==> src/rtl/bsg_link_downstream_token_fifo_if.sv <==
// Flit, core and token signals for bsg_link_downstream_token_fifo.
// The slave modport is the FIFO side; the master modport is the surrounding environment.
interface bsg_link_downstream_token_fifo_if #(
    parameter int unsigned WIDTH_P = 16,
    parameter int unsigned ELS_P   = 16
);
    localparam int unsigned CntW = $clog2(ELS_P) + 1;

    logic               io_valid_i;
    logic [WIDTH_P-1:0] io_data_i;
    logic               core_valid_o;
    logic [WIDTH_P-1:0] core_data_o;
    logic               core_yumi_i;
    logic               token_o;
    logic [CntW-1:0]    free_cnt_o;
    logic               overflow_o;

    modport slave (
        input  io_valid_i, io_data_i, core_yumi_i,
        output core_valid_o, core_data_o, token_o, free_cnt_o, overflow_o
    );

    modport master (
        output io_valid_i, io_data_i, core_yumi_i,
        input  core_valid_o, core_data_o, token_o, free_cnt_o, overflow_o
    );
endinterface

==> src/rtl/bsg_link_downstream_token_fifo.sv <==
// Receive-side credit FIFO for one link channel. Flits from io are buffered
// and handed to core. Each 2**LG_TOKEN_DECIM_P consumed flits return one token upstream.
// Optional macro BSG_LINK_TOKEN_PULSE_EN makes token_o a one-cycle pulse per token.
// Without the macro, token_o is a level that toggles once per token.
module bsg_link_downstream_token_fifo #(
    parameter int unsigned WIDTH_P          = 16,
    parameter int unsigned ELS_P            = 16,
    parameter int unsigned LG_TOKEN_DECIM_P = 3
) (
    input logic clk,
    input logic rst,
    bsg_link_downstream_token_fifo_if.slave link
);
    localparam int unsigned PtrW = $clog2(ELS_P);
    localparam int unsigned CntW = PtrW + 1;
    localparam logic [CntW-1:0] ElsCnt = CntW'(ELS_P);

    logic [WIDTH_P-1:0]          mem_q [ELS_P];
    logic [PtrW-1:0]             wptr_q, wptr_d;
    logic [PtrW-1:0]             rptr_q, rptr_d;
    logic [CntW-1:0]             count_q, count_d;
    logic [LG_TOKEN_DECIM_P-1:0] decim_q, decim_d;
    logic                        token_q, token_d;
    logic                        overflow_q, overflow_d;
    logic                        core_valid;
    logic                        yumi_eff;
    logic                        wr_en;
    logic                        token_wrap;

    // Next-state: pointer/count bookkeeping, token decimation and sticky overflow
    always_comb begin
        core_valid = (count_q != '0);
        // A yumi against an empty FIFO is ignored entirely
        yumi_eff   = link.core_yumi_i && core_valid;
        // A full FIFO still accepts a write when the head leaves in the same cycle
        wr_en      = link.io_valid_i && ((count_q != ElsCnt) || yumi_eff);
        token_wrap = yumi_eff && (&decim_q);

        wptr_d     = wptr_q;
        rptr_d     = rptr_q;
        count_d    = count_q;
        decim_d    = decim_q;
        overflow_d = overflow_q;

        if (wr_en) begin
            wptr_d = wptr_q + 1'b1;
        end
        if (yumi_eff) begin
            rptr_d  = rptr_q + 1'b1;
            decim_d = decim_q + 1'b1;
        end

        unique case ({wr_en, yumi_eff})
            2'b10:   count_d = count_q + 1'b1;
            2'b01:   count_d = count_q - 1'b1;
            default: count_d = count_q;
        endcase

        if (link.io_valid_i && !wr_en) begin
            overflow_d = 1'b1;
        end

`ifdef BSG_LINK_TOKEN_PULSE_EN
        token_d = token_wrap;
`else
        token_d = token_q ^ token_wrap;
`endif
    end

    // Control state register, cleared by asynchronous reset
    always_ff @(posedge clk or posedge rst) begin
        if (rst) begin
            wptr_q     <= '0;
            rptr_q     <= '0;
            count_q    <= '0;
            decim_q    <= '0;
            token_q    <= 1'b0;
            overflow_q <= 1'b0;
        end else begin
            wptr_q     <= wptr_d;
            rptr_q     <= rptr_d;
            count_q    <= count_d;
            decim_q    <= decim_d;
            token_q    <= token_d;
            overflow_q <= overflow_d;
        end
    end

    // Flit storage; contents are not reset
    always_ff @(posedge clk) begin
        if (wr_en) begin
            mem_q[wptr_q] <= link.io_data_i;
        end
    end

    assign link.core_valid_o = core_valid;
    assign link.core_data_o  = core_valid ? mem_q[rptr_q] : '0;
    assign link.free_cnt_o   = ElsCnt - count_q;
    assign link.token_o      = token_q;
    assign link.overflow_o   = overflow_q;
endmodule
==> src/flat_wrapper.sv <==
// flat-port wrapper written by rule: the top's interface ports become plain ports
module bsg_link_downstream_token_fifo_flat 
#(
    parameter int unsigned WIDTH_P          = 16,
    parameter int unsigned ELS_P            = 16,
    parameter int unsigned LG_TOKEN_DECIM_P = 3
)
  (clk, rst, link_io_valid_i, link_io_data_i, link_core_yumi_i, link_core_valid_o, link_core_data_o, link_token_o, link_free_cnt_o, link_overflow_o);
  bsg_link_downstream_token_fifo_if #(.WIDTH_P(WIDTH_P), .ELS_P(ELS_P)) link_i ();
  input logic clk;
  input logic rst;
  input wire logic [$bits(link_i.io_valid_i)-1:0] link_io_valid_i;
  input wire logic [$bits(link_i.io_data_i)-1:0] link_io_data_i;
  input wire logic [$bits(link_i.core_yumi_i)-1:0] link_core_yumi_i;
  output wire logic [$bits(link_i.core_valid_o)-1:0] link_core_valid_o;
  output wire logic [$bits(link_i.core_data_o)-1:0] link_core_data_o;
  output wire logic [$bits(link_i.token_o)-1:0] link_token_o;
  output wire logic [$bits(link_i.free_cnt_o)-1:0] link_free_cnt_o;
  output wire logic [$bits(link_i.overflow_o)-1:0] link_overflow_o;
  assign link_i.io_valid_i = link_io_valid_i;
  assign link_i.io_data_i = link_io_data_i;
  assign link_i.core_yumi_i = link_core_yumi_i;
  assign link_core_valid_o = link_i.core_valid_o;
  assign link_core_data_o = link_i.core_data_o;
  assign link_token_o = link_i.token_o;
  assign link_free_cnt_o = link_i.free_cnt_o;
  assign link_overflow_o = link_i.overflow_o;
  bsg_link_downstream_token_fifo #(.WIDTH_P(WIDTH_P), .ELS_P(ELS_P), .LG_TOKEN_DECIM_P(LG_TOKEN_DECIM_P)) u_core (.clk(clk), .rst(rst), .link(link_i));
endmodule
==> config.mk <==
export PLATFORM = sky130hd
export DESIGN_NAME = bsg_link_downstream_token_fifo_flat
export DESIGN_NICKNAME = d
export VERILOG_FILES = /design/src/rtl/bsg_link_downstream_token_fifo_if.sv /design/src/rtl/bsg_link_downstream_token_fifo.sv /design/src/flat_wrapper.sv
export SDC_FILE = /design/constraint.sdc
export NUM_CORES = 1
export LEC_CHECK = 0
export BUFFER_PORTS_ARGS = -buffer_cell sky130_fd_sc_hd__buf_4
export CAP_MARGIN = 20
export CORE_MARGIN = 2
export CORE_UTILIZATION = 55
export CTS_CLUSTER_SIZE = 28
export DETAILED_ROUTE_END_ITERATION = 10
export HOLD_SLACK_MARGIN = 0.12
export PLACE_DENSITY = 0.72
export SETUP_SLACK_MARGIN = 0.1
export SLEW_MARGIN = 20
export SYNTH_ARGS = -nofsm -noshare
export SYNTH_HDL_FRONTEND = slang
export SYNTH_SLANG_ARGS = --single-unit
==> constraint.sdc <==
create_clock -name clk -period 6.7 [get_ports clk]
set_input_delay 0.335 -clock clk [delete_from_list [all_inputs] [get_ports clk]]
set_output_delay 0.335 -clock clk [all_outputs]
set_load 0.02 [all_outputs]
[Word-level counts from Yosys, hierarchy flattened]
Memories as Yosys holds them, arrays and structs flattened.
Index checks and enable logic that the tools add are counted.
Storage, ports and cells
  register bits: 18
  latch bits: 0
  memory bits (writable): 256
  bits in read-only memories: 0
  bits of input ports: 20
  output and inout bits: 24
  logic and storage cells: 30
  memories kept: 1
Operators by class
  $add $sub $neg: 6
  multipliers: 0
  div/mod/pow operators: 0
  order comparisons: 0
  eq/ne operators: 3
  shift operators: 0
  mux-type cells: 4
  bitwise logic cells: 1
  reduce and logical (&&, ||, !) cells: 9
Memories
  u_core.mem_q: words 16, bits a word 16, rd ports 1, clocked after memory_dff 0, wr ports 1, line bsg_link_downstream_token_fifo.sv:18  | logic [WIDTH_P-1:0] mem_q [ELS_P];
Operators with widths (count)
  $mux W16: 1
  $pmux W5 S2: 1
  $add A4 B1 Y4 const B: 2
  $add A5 B1 Y5 const B: 1
  $ne A5 B5 Y1 const B: 1
  $reduce_bool A5 Y1: 1
  $sub A5 B1 Y5 const B: 1
  $sub A5 B5 Y5 const A: 1
  $logic_and A1 B1 Y1: 4
  $add A3 B1 Y3 const B: 1
  $reduce_and A3 Y1: 1
  $eq A2 B1 Y1 const B: 1
  $eq A2 B2 Y1 const B: 1
  $mux W1: 2
  $reduce_bool A2 Y1: 1
  $logic_not A1 Y1: 1
  $logic_or A1 B1 Y1: 1
  $xor A1 B1 Y1: 1

[Logic depth before layout (Yosys ltp)]
  depth in word-level cells: 6
  depth in mapped cells: 17
  depth with buffers taken out: 14

[Least setup slack after synthesis]
No wires, ideal clock.
  kind: reg-to-reg
  start point: register u_core.count_q[0]
  end point: memory u_core.mem_q[0][0], enable pin
  library setup time: 430 ps
  data arrival time: 3324 ps
  data required time: 6270 ps
  slack: 2945 ps
  cell stages (with the launch flop): 10
  period minus slack after synthesis: 3755 ps
  cells stage by stage: dfrtp_1 -> inv_1 -> ha_1 -> nor3b_1 -> ha_1 -> nand2b_1 -> buf_2 -> a21boi_2 -> inv_2 -> nor4_1
On the way
  word-level cells in the longest chain between the ends: 6
RTL lines
  start, declared: line bsg_link_downstream_token_fifo.sv:21  | logic [CntW-1:0] count_q, count_d;
  start signal, assigned: line bsg_link_downstream_token_fifo.sv:82  | count_q <= count_d;
  $reduce_bool A5 Y1: line bsg_link_downstream_token_fifo.sv:32  | core_valid = (count_q != '0);
  $logic_and A1 B1 Y1: line bsg_link_downstream_token_fifo.sv:34  | yumi_eff = link.core_yumi_i && core_valid;
  $logic_or A1 B1 Y1 (*): line bsg_link_downstream_token_fifo.sv:36  | wr_en = link.io_valid_i && ((count_q != ElsCnt) || yumi_eff);
  $logic_and A1 B1 Y1 (*): line bsg_link_downstream_token_fifo.sv:36
  $mux W1 (*): line bsg_link_downstream_token_fifo.sv:91  | if (wr_en) begin
  $mux W1 (implied by the code) (*): line bsg_link_downstream_token_fifo.sv:92  | mem_q[wptr_q] <= link.io_data_i;
  end, declared: line bsg_link_downstream_token_fifo.sv:18
Mark *: on every way between the ends. The rest lies on a longest branch, timed or not.

[Worst setup path in the final report]
  start point: register u_core.rptr_q[0]
  end point: output port link_core_data_o[7]
On the way
  word-level cells in the longest chain between the ends: 2
RTL lines
  start, declared: line bsg_link_downstream_token_fifo.sv:20  | logic [PtrW-1:0] rptr_q, rptr_d;
  start signal, assigned: line bsg_link_downstream_token_fifo.sv:81  | rptr_q <= rptr_d;
  $mem_v2 Z16 W16
  $mux W16: line bsg_link_downstream_token_fifo.sv:97  | assign link.core_data_o = core_valid ? mem_q[rptr_q] : '0;
  end, declared: line flat_wrapper.sv:16  | output wire logic [$bits(link_i.core_data_o)-1:0] link_core_data_o;
Every way passes these cells.

==> results.json <==
{
  "status": "complete, no violations",
  "finalCoreUtilization": 0.638,
  "root_buffer": "clkbuf_16",
  "clockBufferDepth": 3,
  "antenna_found_initial": 0,
  "synth_seq_area_share": 0.743,
  "synthMuxAreaShare": 0.146,
  "nFillCells": 1344,
  "cp-end-kind": "output port",
  "arrival_ns": 3.47,
  "hold_path_depth": 1,
  "drive_above_1_share": 0.250,
  "fp.dieH_um": 145,
  "setup_viol": 0,
  "p_switching_mw": 1.71,
  "hold_path_end": "u_core.mem_q[2][2]$_DFFE_PP_",
  "worst_pin_slew_ns": 1.06,
  "slew_violations": 0,
  "avgSynthCellArea_um2": 19.9,
  "drt-vias-per-instance": 6.04,
  "hold_slack_ns": 0.139,
  "die_w_um": 145,
  "finalCriticalPeriod_ns": 3.81,
  "finClkSkew_ns": 0.0156,
  "power.density_mw_per_mm2": 431,
  "clk_latency_ns": 0.52,
  "synth_xor_area_frac": 0.0128,
  "syn_inst": 550,
  "fin_setup_tns_ns": 0,
  "cp_max_fo": 42,
  "cap_violations": 0,
  "fin_crit_sh": 0.568,
  "drtIter0Drc": 576,
  "r2r_cells": 14,
  "synth_compound_area_frac": 0.0239,
  "core_area_mm2": 0.0195,
  "ys_ff_latch": 274,
  "synth-main-ff-cell": "edfxtp_1",
  "netlist_area_mm2": 0.0110,
  "crit_path_start_kind": "flop",
  "ctsHtreeMaxLevel": 1,
  "antenna_left": 0,
  "r2r_end": "u_core.count_q[4]$_DFFE_PP0P_",
  "routed_wl_um": 21800,
  "grt_pass1_wl_um": 33500,
  "ctsResizeCount": 0,
  "routedWlPerCell_um": 24.3,
  "slew_headroom": 0.295,
  "synth-simple-area-share": 0.0387,
  "netSwitchingFraction": 0.319,
  "power_leakage_nw": 4.17,
  "fmax_mhz": 263,
  "grt_max_degree": 47,
  "clkSlewWorstSetupHoldPaths_ns": 0.06,
  "internal-power_mw": 3.65,
  "syn_nets": 583,
  "dieArea_mm2": 0.0211,
  "cts_sinks": 274,
  "fp-row-count": 51,
  "drt_first_pass_iters": 5,
  "tritoncts": "done",
  "synth_cell_type_count": 45,
  "rsz0062_at_grt": "no",
  "synth_adder_area_share": 0.0148,
  "hold_viol_final": 0,
  "port_buffers": 43,
  "holdCritStartpoint": "link_io_data_i[2]",
  "grt-ovfl-total": 0,
  "numCtsBuffers": 26,
  "hpwlAfterDp_um": 13200,
  "synth_edf_count": 256,
  "r2r-start": "u_core.count_q[1]$_DFFE_PP0P_",
  "start_util": 0.561,
  "nets": 650,
  "ir_drop_uv": 274,
  "syn_to_final_growth_pct": 13.7,
  "via_count": 5414,
  "synth_top_family_by_area": "multiplexers",
  "power_frac_seq": 0.434,
  "path_class": "flop to output port",
  "track_usage": 0.210,
  "drc_errors": 0,
  "postCtsSetupBuffers": 0,
  "clkPwrFrac": 0.250,
  "yosysWarnings": 0,
  "startpoint": "u_core.rptr_q[0]$_DFFE_PP0P_",
  "async_flop_share": 0.0657,
  "diodes": 0,
  "hp-class": "input pin to flop",
  "gp_congestion": 0.793,
  "grt_pass1_vias": 5534,
  "crit_required_ns": 6.36,
  "pwr-share-comb": 0.316,
  "rrSetupSlack_ns": 2.99,
  "ioPinCount": 44,
  "total_power_mw": 5.37
}
[cells in the mapped netlist (7+ instances only)]
cell type  instances  share of area
edfxtp_1         256           0.70
mux4_2            58           0.12
mux2i_1           28          0.026
nand2_1           27         0.0093
dfrtp_1           18          0.041
ha_1              13          0.015
inv_1             13         0.0045
xnor2_1           12         0.0096
o22ai_1           10         0.0057
clkbuf_1           9         0.0031
and2_1             8         0.0046
buf_2              8         0.0037
nor2_1             8         0.0027
nor2b_1            7         0.0040
[power groups by stage]
stage	clock, mW	combinational, mW	sequential, mW
2_1_floorplan	0	1.33	2.18
3_3_place_gp	0	1.67	2.35
3_5_place_dp	0	1.70	2.37
4_1_cts	1.36	1.72	2.33
5_1_grt	1.43	1.82	2.36
6_report	1.34	1.69	2.33
[state kept, by name, summed over array words and instances, names as in the netlist]
register,count
u_core.link.overflow_o,1
u_core.count_q,5
u_core.wptr_q,4
u_core.mem_q,256
u_core.link.token_o,1
u_core.decim_q,3
u_core.rptr_q,4
[placed cells by master, fill, tap and decap left out, drive strengths merged, types with 2 or more instances in the layout]
| cell type | netlist | layout |
|---|---|---|
| dlygate4sd3 | 0 | 13 |
| nand2 | 27 | 27 |
| nor4 | 4 | 4 |
| nor3b | 3 | 3 |
| o21ai | 2 | 2 |
| a211oi | 4 | 4 |
| nand3 | 6 | 6 |
| o31ai | 2 | 2 |
| nand4 | 6 | 6 |
| nor2b | 7 | 7 |
| nor4b | 2 | 2 |
| nand2b | 3 | 3 |
| a221o | 2 | 2 |
| dfrtp | 18 | 18 |
| o211ai | 4 | 4 |
| a32oi | 4 | 4 |
| ha | 13 | 13 |
| clkbuf | 10 | 36 |
| mux2i | 28 | 28 |
| xnor2 | 12 | 12 |
| edfxtp | 256 | 256 |
| nor2 | 8 | 8 |
| buf | 21 | 57 |
| a21oi | 3 | 3 |
| inv | 14 | 14 |
| xor2 | 4 | 4 |
| mux4 | 58 | 58 |
| clkinv | 0 | 5 |
| and2 | 8 | 8 |
| o22ai | 10 | 10 |
[worst max-delay path, stage by stage (launching register included)]
cell     delay, ns
dfrtp_4       0.90
buf_4         0.73
mux4_2        0.59
nand2_1       0.08
o31ai_1       0.07
a221o_1       0.38
buf_4         0.16
[worst max path at each step]
stage,to
2_1_floorplan,u_core.mem_q[0][0]$_DFFE_PP_
3_3_place_gp,u_core.count_q[4]$_DFFE_PP0P_
3_5_place_dp,u_core.count_q[4]$_DFFE_PP0P_
4_1_cts,link_core_data_o[7]
5_1_grt,u_core.count_q[4]$_DFFE_PP0P_
6_report,link_core_data_o[7]
[kinds of logic after synthesis]
logic type / after synthesis
AND/OR/NAND/NOR: 79
flip-flops: 274
AO/OA/AOI/OAI: 36
XOR/XNOR: 16
multiplexers: 87
adder cells (fa/ha/maj): 13
buffers and inverters: 45
[through the flow]
step	worst slack, ns	instances	cell area [um^2]
after floorplan	2.95	550	11000
after global placement	3.22	841	11600
after detailed placement	2.99	841	11600
after CTS	2.80	896	12500
after global routing	2.65	896	12500
final	2.89	896	12500
[per-layer routing]
metal	share of wire	vias up	track usage
li1	-	2346	-
met1	0.43	2847	0.310
met2	0.49	185	0.340
met3	0.063	36	0.0289
met4	0.021	0	0.0510
met5	0	-	0
[repair_timing]
| action | 4_1_cts | 5_1_grt |
|---|---|---|
| hold endpoints to repair | 190 | 0 |
| endpoints found under the setup margin | 0 | 0 |
| hold buffers | 13 | 0 |
[layout make-up]
class                   instances  area [um^2]  share of cell area
flip-flops and latches        274         8140               0.654
multi-input cells             231         2610               0.210
clock buffers                  36          709              0.0569
repair buffers                 70          558              0.0448
well taps                     265          332              0.0266
inverters                      14         52.6             0.00422
clock inverters                 6         51.3             0.00412
Note: power is estimated with default switching activity, not from simulation.
